$ cat config.mk
export PLATFORM = sky130hd
export DESIGN_NAME = mux8_rr_arbiter
export DESIGN_NICKNAME = d
export VERILOG_FILES = /design/src/rtl/arb_pkg.sv /design/src/rtl/mux8_rr_arbiter_rr_pick.sv /design/src/rtl/mux8_rr_arbiter.sv
export SDC_FILE = /design/constraint.sdc
export NUM_CORES = 1
export LEC_CHECK = 0
export CAP_MARGIN = 30
export CELL_PAD_IN_SITES_DETAIL_PLACEMENT = 1
export CELL_PAD_IN_SITES_GLOBAL_PLACEMENT = 2
export CORE_MARGIN = 2
export CORE_UTILIZATION = 25
export DETAILED_ROUTE_END_ITERATION = 6
export PLACE_DENSITY_LB_ADDON = 0.1
export SYNTH_ARGS = -nofsm -noshare
export SYNTH_HDL_FRONTEND = slang
export SYNTH_HIERARCHICAL = 1
export SYNTH_SLANG_ARGS = --single-unit
$ cat constraint.sdc
create_clock -name clk -period 3.78 [get_ports clk]
set_input_delay 0.567 -clock clk [delete_from_list [all_inputs] [get_ports clk]]
set_output_delay 0.567 -clock clk [all_outputs]
set_load 0.02 [all_outputs]
$ cat src/rtl/arb_pkg.sv
// Shared types, defaults and helpers for the mux8 round-robin arbiter.
// Holds the FSM state enum and the one-hot to index conversion.
package arb_pkg;

  typedef enum logic [1:0] {
    IDLE  = 2'd0,
    GRANT = 2'd1,
    GAP   = 2'd2
  } arb_state_e;

  localparam int N_DEFAULT     = 8;
  localparam int SEL_W_DEFAULT = 3;

  // OR-reduce the positions of set bits; exact for one-hot input.
  function automatic logic [SEL_W_DEFAULT-1:0] rr_onehot_to_idx(
    input logic [N_DEFAULT-1:0] oh
  );
    logic [SEL_W_DEFAULT-1:0] idx;
    idx = '0;
    for (int i = 0; i < N_DEFAULT; i++) begin
      if (oh[i]) idx = idx | SEL_W_DEFAULT'(i);
    end
    return idx;
  endfunction

endpackage

$ cat src/rtl/mux8_rr_arbiter_rr_pick.sv
// Rotating priority encoder: first set request at or after ptr.
// Purely combinational; wraps from N-1 back to 0.
module rr_pick
  import arb_pkg::*;
#(
  parameter int N     = N_DEFAULT,
  parameter int SEL_W = SEL_W_DEFAULT
) (
  input  logic [N-1:0]     req,
  input  logic [SEL_W-1:0] ptr,
  output logic [SEL_W-1:0] idx,
  output logic             any_req
);

  logic [N_DEFAULT-1:0] win;
  logic                 found;

  // Scan ptr, ptr+1, ... modulo N and keep only the first hit.
  always_comb begin
    win   = '0;
    found = 1'b0;
    for (int k = 0; k < N; k++) begin
      if (!found && req[(int'(ptr) + k) % N]) begin
        win[(int'(ptr) + k) % N] = 1'b1;
        found = 1'b1;
      end
    end
    idx     = SEL_W'(rr_onehot_to_idx(win));
    any_req = |req;
  end

endmodule

$ cat src/rtl/mux8_rr_arbiter.sv
// Round-robin arbiter driving a shared mux8 select; registered outputs.
// Optional forced release after MAX_HOLD cycles: define ARB_HOLD_LIMIT_EN.
module mux8_rr_arbiter
  import arb_pkg::*;
#(
  parameter int N        = N_DEFAULT,
  parameter int SEL_W    = SEL_W_DEFAULT,
  parameter int MAX_HOLD = 16
) (
  input  logic             clk,
  input  logic             rst_n,
  input  logic [N-1:0]     req,
  output logic [N-1:0]     gnt,
  output logic [SEL_W-1:0] sel,
  output logic             busy,
  output logic [SEL_W-1:0] last_gnt
);

  if (SEL_W != $clog2(N) || N < 2 || N > 8 || MAX_HOLD < 2) begin : g_cfg_err
    $error("mux8_rr_arbiter: bad parameter set");
  end

  arb_state_e       state_q, state_d;
  logic [SEL_W-1:0] ptr_q, ptr_d;
  logic [SEL_W-1:0] sel_q, sel_d;
  logic [SEL_W-1:0] last_q, last_d;
  logic [N-1:0]     gnt_q, gnt_d;
  logic             busy_q, busy_d;
  logic [SEL_W-1:0] win;
  logic             any_req;
  logic             release_now;
  logic [N-1:0]     one_n;

  assign one_n = {{(N-1){1'b0}}, 1'b1};

  rr_pick #(
    .N     (N),
    .SEL_W (SEL_W)
  ) u_pick (
    .req     (req),
    .ptr     (ptr_q),
    .idx     (win),
    .any_req (any_req)
  );

`ifdef ARB_HOLD_LIMIT_EN
  localparam int HW = $clog2(MAX_HOLD) + 1;
  logic [HW-1:0] hold_q, hold_d;

  // Release when the holder drops req or its time slice is used up.
  assign release_now = !req[sel_q] ||
                       (hold_q == HW'(MAX_HOLD - 1));

  // Grant-length counter; restarts on every new grant.
  always_ff @(posedge clk or negedge rst_n) begin
    if (!rst_n) hold_q <= '0;
    else        hold_q <= hold_d;
  end

  // Clear when a grant is issued, count while it is held.
  always_comb begin
    hold_d = hold_q;
    if (state_q == GRANT) hold_d = hold_q + 1'b1;
    else                  hold_d = '0;
  end
`else
  // Without a hold limit only the holder itself ends its grant.
  assign release_now = !req[sel_q];
`endif

  // State and output registers; async reset clears all of them.
  always_ff @(posedge clk or negedge rst_n) begin
    if (!rst_n) begin
      state_q <= IDLE;
      ptr_q   <= '0;
      sel_q   <= '0;
      last_q  <= '0;
      gnt_q   <= '0;
      busy_q  <= 1'b0;
    end else begin
      state_q <= state_d;
      ptr_q   <= ptr_d;
      sel_q   <= sel_d;
      last_q  <= last_d;
      gnt_q   <= gnt_d;
      busy_q  <= busy_d;
    end
  end

  // Next state: arbitrate in IDLE/GAP, hold in GRANT until release.
  always_comb begin
    state_d = state_q;
    ptr_d   = ptr_q;
    sel_d   = sel_q;
    last_d  = last_q;
    gnt_d   = gnt_q;
    busy_d  = busy_q;
    unique case (state_q)
      IDLE, GAP: begin
        if (any_req) begin
          sel_d   = win;
          gnt_d   = one_n << win;
          busy_d  = 1'b1;
          state_d = GRANT;
        end else begin
          gnt_d   = '0;
          busy_d  = 1'b0;
          state_d = IDLE;
        end
      end
      GRANT: begin
        if (release_now) begin
          gnt_d   = '0;
          busy_d  = 1'b0;
          last_d  = sel_q;
          ptr_d   = (sel_q == SEL_W'(N - 1)) ? '0 : sel_q + 1'b1;
          state_d = GAP;
        end
      end
      default: begin
        gnt_d   = '0;
        busy_d  = 1'b0;
        state_d = IDLE;
      end
    endcase
  end

  assign gnt      = gnt_q;
  assign sel      = sel_q;
  assign busy     = busy_q;
  assign last_gnt = last_q;

endmodule

* Word level (Yosys, flattened, before mapping) *
Index checks and enable logic that the tools add are counted.

operators by class
  add/sub/neg operators = 8
  bitwise logic cells = 15
  mux-type cells = 73
  shift-type cells = 1
  reduce and logical (&&, ||, !) cells = 34
  $lt $le $gt $ge = 17
  equal/unequal tests = 4

operators with widths
  cell                                                               number
  two-way mux 8 bit                                                  10
  OR 8 bit                                                           7
  less-than comparator 4 x 5 -> 1 bit, second input constant         7
  two-way mux 1 bit                                                  35
  greater-or-equal comparator 4 x 1 -> 1 bit, second input constant  7
  binary-select mux 1 bit (select 3 bit)                             9
  demux 1 bit (select 3 bit)                                         8
  OR reduction 3 bit                                                 7
  case mux 8 bit (2 select lines)                                    1
  logical AND 1 bit                                                  15
  two-way mux 3 bit                                                  5
  adder 3 bit, second input constant                                 4
  less-than comparator 3 x 4 -> 1 bit, second input constant         2
  OR reduction 8 bit                                                 1
  << shifter 1 x 3 -> 8 bit, first input constant                    1
  AND 1 bit, first input constant                                    7
  zero test 1 bit                                                    7
  adder 3 x 1 -> 3 bit, second input constant                        2
  adder 3 x 2 -> 3 bit, second input constant                        2
  two-way mux 2 bit                                                  3
  case mux 2 bit (2 select lines)                                    1
  AND reduction 2 bit                                                2
  == test 3 bit, second input constant                               1
  greater-or-equal comparator 3 x 1 -> 1 bit, second input constant  1
  other kinds (7)                                                    7

word-level totals
  bits of input ports = 10
  logic and storage cells = 158
  flip-flop bits (word level) = 20

* Longest topological paths before layout *
  depth after elaboration = 36
  gate-level depth with buffers = 16
  gate-level depth less buffers = 12

* Hierarchy *
Netlist, hierarchy kept.

modules (own cells, without submodules)
  module           times used  area an instance (um2)  cells each
  rr_pick          1           1126.1                  133
  mux8_rr_arbiter  1           898.4                   70

* Worst setup path before layout *
OpenSTA, ideal clock, no wires.

  path type = flip-flop to flip-flop
  from = register ptr_q[0]
  to = register gnt_q[2] (netlist: gnt[2])
  library setup time = 0.121 ns
  clock period less this slack = 4.052 ns
  stages on the path, launching flop included = 15
  arrival time = 3.931 ns
  slack = -0.272 ns
  buffers on the path = 4
  cell sequence = dfrtp_1 buf_6 buf_12 clkbuf_1 clkinv_1 ha_1 clkbuf_1 mux4_2 or4b_4 a2111oi_4 nor4_1 o211ai_1 a221o_1 inv_1 a32o_2

between the ends
  word-level cells in the longest chain between the ends = 34

ends and longest elaborated chain
  what                                                                                          line                           text
  from (decl)                                                                                   mux8_rr_arbiter.sv:24          logic [SEL_W-1:0] ptr_q, ptr_d;
  from (signal assigned)                                                                        mux8_rr_arbiter.sv:82          ptr_q <= ptr_d;
  parallel branches: the longest is 23 deep, another holds less-than comparator 4 x 5 -> 1 bit  --
  two-way mux 8 bit (*)                                                                         mux8_rr_arbiter_rr_pick.sv:23  if (!found && req[(int'(ptr) + k) % N]) begin
  two-way mux 1 bit                                                                             arb_pkg.sv:21                  if (oh[i]) idx = idx | SEL_W_DEFAULT'(i);
  two-way mux 2 bit (2 in a row)                                                                arb_pkg.sv:21
  two-way mux 3 bit (3 in a row)                                                                arb_pkg.sv:21
  two-way mux 3 bit (*)                                                                         arb_pkg.sv:21
  via win[0]                                                                                    mux8_rr_arbiter.sv:29          logic [SEL_W-1:0] win;
  << shifter 1 x 3 -> 8 bit (*)                                                                 mux8_rr_arbiter.sv:102         gnt_d = one_n << win;
  two-way mux 8 bit (*)                                                                         mux8_rr_arbiter.sv:100         if (any_req) begin
  case mux 8 bit (2 select lines) (*)                                                           mux8_rr_arbiter.sv:98          unique case (state_q)
  to (signal assigned)                                                                          mux8_rr_arbiter.sv:85          gnt_q <= gnt_d;
  to (decl)                                                                                     mux8_rr_arbiter.sv:27          logic [N-1:0] gnt_q, gnt_d;

Mark *: on every way through the listed nets, which the timed path passes. The select of a mux whose other input is x is not followed.
A chain may end at the register's enable or synchronous reset.

* Worst setup path after layout *
  from = input req[4]
  to = register gnt_q[2] (netlist: gnt[2])

between the ends
  word-level cells in the longest chain between the ends = 34

ends and longest elaborated chain
  what                                     line                           text
  from (decl)                              mux8_rr_arbiter.sv:12          input logic [N-1:0] req,
  binary-select mux 1 bit (select 3 bit)   mux8_rr_arbiter_rr_pick.sv:23
  two-way mux 1 bit (not written as such)  mux8_rr_arbiter_rr_pick.sv:23
  two-way mux 1 bit                        mux8_rr_arbiter_rr_pick.sv:23
  zero test 1 bit                          mux8_rr_arbiter_rr_pick.sv:23
  logical AND 1 bit                        mux8_rr_arbiter_rr_pick.sv:23
  two-way mux 1 bit                        mux8_rr_arbiter_rr_pick.sv:23
  zero test 1 bit                          mux8_rr_arbiter_rr_pick.sv:23
  logical AND 1 bit                        mux8_rr_arbiter_rr_pick.sv:23
  [... 16 more ...]                        --
  two-way mux 1 bit                        arb_pkg.sv:21
  two-way mux 2 bit (2 in a row)           arb_pkg.sv:21
  two-way mux 3 bit (3 in a row)           arb_pkg.sv:21
  two-way mux 3 bit (*)                    arb_pkg.sv:21
  via win[0]                               mux8_rr_arbiter.sv:29
  << shifter 1 x 3 -> 8 bit (*)            mux8_rr_arbiter.sv:102
  two-way mux 8 bit (*)                    mux8_rr_arbiter.sv:100
  case mux 8 bit (2 select lines) (*)      mux8_rr_arbiter.sv:98

The timed path passes the listed nets; every way through them passes the cells marked *. The select of a mux whose other input is x is not followed.

==> flow_results.org <==
** Cells and area
- Layout cell share with drive strength beyond 1 :: 0.303
- Area overhead of the layout relative to synthesis :: 33.5%
- After the last flow step, the layout net total stands at roughly 280.
- Total of fill cells in the finished design :: 911
- Diodes inserted :: 0
- Summing all multi-input logic gate instances after layout gives about 0.0015 mm^2.
- Final standard cell count with taps included and fillers excluded :: 366
- Registers take about 480 um^2.

** Yosys
- Counting instances in the post-synthesis netlist gives the leading cell types as 24 x sky130_fd_sc_hd__nand2_1, 19 x sky130_fd_sc_hd__dfrtp_1, 13 x sky130_fd_sc_hd__nor2_1.
- The synthesized netlist occupies a cell area of 0.00202 mm^2.
- By area the synthesized netlist is led by sky130_fd_sc_hd__dfrtp_1 23%, sky130_fd_sc_hd__mux4_2 8.9%, sky130_fd_sc_hd__ha_1 4.9%, sky130_fd_sc_hd__mux2i_1 4.4%, sky130_fd_sc_hd__nand2_1 4.4%.
- Async S/R FF share, synth :: 1.00
- Number of enable flip-flop cells after synthesis :: 0
- Of the post-synthesis cell area, the dominant cell type holds 0.235.
- Mean area per synthesized cell :: 9.97 um^2
- For this run, the number of Yosys warnings is 6.
- Counting distinct cell types in the post-synthesis netlist gives 69.
- Most common cell in the synthesized netlist :: sky130_fd_sc_hd__nand2_1
- Gate count of the mapped netlist :: 203
- When the netlist entered floorplanning its net count stood at 221.
- Sequential element share of the synthesized area :: 0.235
- Summed over all instances, the cell type with the most area after synthesis is sky130_fd_sc_hd__dfrtp_1.
- Synthesis inferred 19 register bits.
- The most used flip-flop cell after synthesis is sky130_fd_sc_hd__dfrtp_1.

** Critical path
- By startpoint and endpoint, the worst setup path is classified as in2reg.
- The worst setup path is captured at a register.
- Cell breakdown of the critical path :: clkdlybuf4s50_1, mux2_1, mux4_2, or4b_4, a2111oi_4, nor4_1, o211ai_1, a221o_1, inv_1, a32o_2
- Worst-case reg-to-reg path depth :: 10
- Startpoint of the most critical register-to-register path :: ptr_q[0]
- Data arrives at the worst endpoint at approximately 3800 ps.
- Worst setup startpoint :: req[4]
- In this run the worst setup path terminates at gnt[2].
- The worst setup path is launched from an input pin.
- Largest stage delay on the critical path :: around 570 ps
- The slowest stage of the critical path is the sky130_fd_sc_hd__or4b_4 cell.
- Reg-to-reg setup timing slack :: around 240 ps
- At the worst endpoint, the required time is 3930 ps.
- Worst Path Max Fanout :: 6
- In this run the critical register-to-register path is captured at gnt[2].

** Timing
- Subtracting the final worst setup slack from the clock period gives about 3700 ps.
- The number of hold violations in the final report came to 0.
- Setup tns final :: 0 ps
- Between clock sinks in the finished design, the worst skew comes to 1.64 ps.
- Maximum achievable frequency :: 273 MHz
- Final-report max-slew violation count :: 0
- Final cycle utilization of the critical path :: 0.967
- Headroom to the max-slew limit came out at 0.414.
- Final setup violation count :: 0
- Measured slew at the worst slew-check pin :: 877 ps

** Clock network
- Clock tree from TritonCTS :: built
- The clock drives 19 sinks.
- The cell sitting at the root of the clock tree is a sky130_fd_sc_hd__clkbuf_8.
- Number of buffers created by CTS :: 3
- The longest clock path from root to sink contains 2 buffers.
- Clock slew at reported path FFs :: 70 ps
- Clock latency on the worst-skew pair, taken at its later pin, is 250 ps.
- Level count of the clock H-tree :: 1

** Placement
- The count of buffers added on input and output ports is 24.
- The congestion estimate from routability-driven global placement came to 0.808.
- The number of placed instances, taps included, is 361.
- Post-DP HPWL :: between 5000 and 6000 um

** Detailed routing
- The routed design has 6590 um of wire.
- The detailed router finished its first iteration with 63 violations.
- ANT nets after route :: 0
- After detailed routing, the number of remaining DRC violations is 0.
- The first detailed-routing pass ran for 4 iterations.
- Via count normalized by instance count :: just over 5
- Vias after detailed routing :: 1887
- Average wire per cell in the routed design :: roughly 18 um

** Floorplan
- In this run the vertical extent of the chip is 94.0 um.
- For this configuration, the core starts out at a cell density of 0.261.
- Core region area :: 0.00777 mm^2
- Pin placement for this block handled 25 I/O pins.
- In this run the core area contains 32 standard-cell rows.
- The floorplan step defined a die boundary enclosing 0.00883 mm^2.
- Measured along the x axis, the die boundary spans ~94 um.

** Global routing
- Global route overflow :: 0
- The initial antenna violation count is 0.
- Maximum number of pins on one net before global-route repair :: 23
- The first global-routing pass estimated roughly 11000 um of wire.
- Number of global-route vias before repair :: around 2100
- Total global routing track utilization :: 0.157

** Hold path
- The worst hold path belongs to the class reg2reg.
- Along the worst hold path, the cell count comes to 1.

** Run
- Max-capacitance violation count :: 0

** Outcome
- The flow ran to the end, and the final reports show no timing, DRC or antenna violations.
-- timing repair --
action | CTS | global route
hold buffers | 0 | 0
setup endpoints to repair | 0 | 4
resized for setup | 0 | 4
setup buffers | 0 | 1
-- worst max-delay path: cells and delay by family --
| family | cells | cell delay, ps |
|---|---|---|
| compound gates | 4 | 1030 |
| mux | 2 | 870 |
| simple gates | 2 | 670 |
| buf+inv | 2 | 650 |
-- flip-flops by register name (all words and copies together) (netlist names) --
register and flops:
last_gnt 3, sel 3, ptr_q 3, busy 1, state_q 1, gnt 8
-- routing by layer --
| layer | global-route usage | wire length [um] | vias up | part of all wire |
|---|---|---|---|---|
| met2 | 0.285 | 3370 | 25 | 0.51 |
| li1 | - | - | 914 | - |
| met5 | 0 | 0 | - | 0 |
| met4 | 0.0568 | 178 | 0 | 0.027 |
| met1 | 0.196 | 2950 | 937 | 0.45 |
| met3 | 0.00803 | 86 | 11 | 0.013 |
-- kinds of logic after synthesis --
| logic type | share of synthesized area |
|---|---|
| buffers and inverters | 0.0513 |
| multiplexers | 0.235 |
| XOR/XNOR | 0.0130 |
| adder cells (fa/ha/maj) | 0.0494 |
| AND/OR/NAND/NOR | 0.192 |
| flip-flops | 0.235 |
| AO/OA/AOI/OAI | 0.224 |
-- worst min path at each step --
stage,startpoint,endpoint,slack (ps)
3_3_place_gp,gnt[6],gnt[6],480
4_1_cts,gnt[4],gnt[4],500
2_1_floorplan,rst_n,busy,270
5_1_grt,gnt[6],gnt[6],520
3_5_place_dp,gnt[5],gnt[5],480
6_report,gnt[4],gnt[4],500
-- layout by cell type (no fill, tap or decap), types with 3 or more instances in the layout --
cell,synthesis,routed
sky130_fd_sc_hd__mux4_2,8,8
sky130_fd_sc_hd__nor2_1,13,13
sky130_fd_sc_hd__nand3_1,3,3
sky130_fd_sc_hd__inv_1,7,7
sky130_fd_sc_hd__clkdlybuf4s50_1,0,22
sky130_fd_sc_hd__nor2b_1,4,4
sky130_fd_sc_hd__buf_4,1,43
sky130_fd_sc_hd__mux2_4,3,3
sky130_fd_sc_hd__a32o_1,3,3
sky130_fd_sc_hd__clkbuf_8,0,3
sky130_fd_sc_hd__mux2_2,7,7
sky130_fd_sc_hd__nor3_1,3,3
sky130_fd_sc_hd__mux2_1,3,3
sky130_fd_sc_hd__nor4_1,4,4
sky130_fd_sc_hd__nand2_1,24,24
sky130_fd_sc_hd__o21ai_0,8,8
sky130_fd_sc_hd__dfrtp_1,19,19
sky130_fd_sc_hd__nand2b_1,5,5
sky130_fd_sc_hd__mux2i_1,9,9
sky130_fd_sc_hd__ha_1,8,7
-- stage by stage --
| stage | hold slack, ps | util | worst slack [ps] | area [um^2] |
|---|---|---|---|---|
| finish | 504 | 0.348 | 123 | 2700 |
| CTS | 505 | 0.345 | 95.0 | 2680 |
| global route | 517 | 0.348 | -20.2 | 2700 |
| floorplan | 271 | - | 107 | 2030 |
| global placement | 476 | 0.339 | -92.7 | 2640 |
| detailed placement | 481 | 0.339 | -160 | 2640 |
-- layout make-up --
| type | count | area share |
|---|---|---|
| Multi-Input combinational cell | 166 | 0.538 |
| Timing Repair Buffer | 67 | 0.210 |
| Sequential cell | 19 | 0.176 |
| Tap cell | 102 | 0.0472 |
| Clock buffer | 4 | 0.0167 |
| Inverter | 8 | 0.0116 |
Power is left out: the tool's default activity adds up to more than one toggle a clock period on the data nets, which glitch-free logic cannot reach.
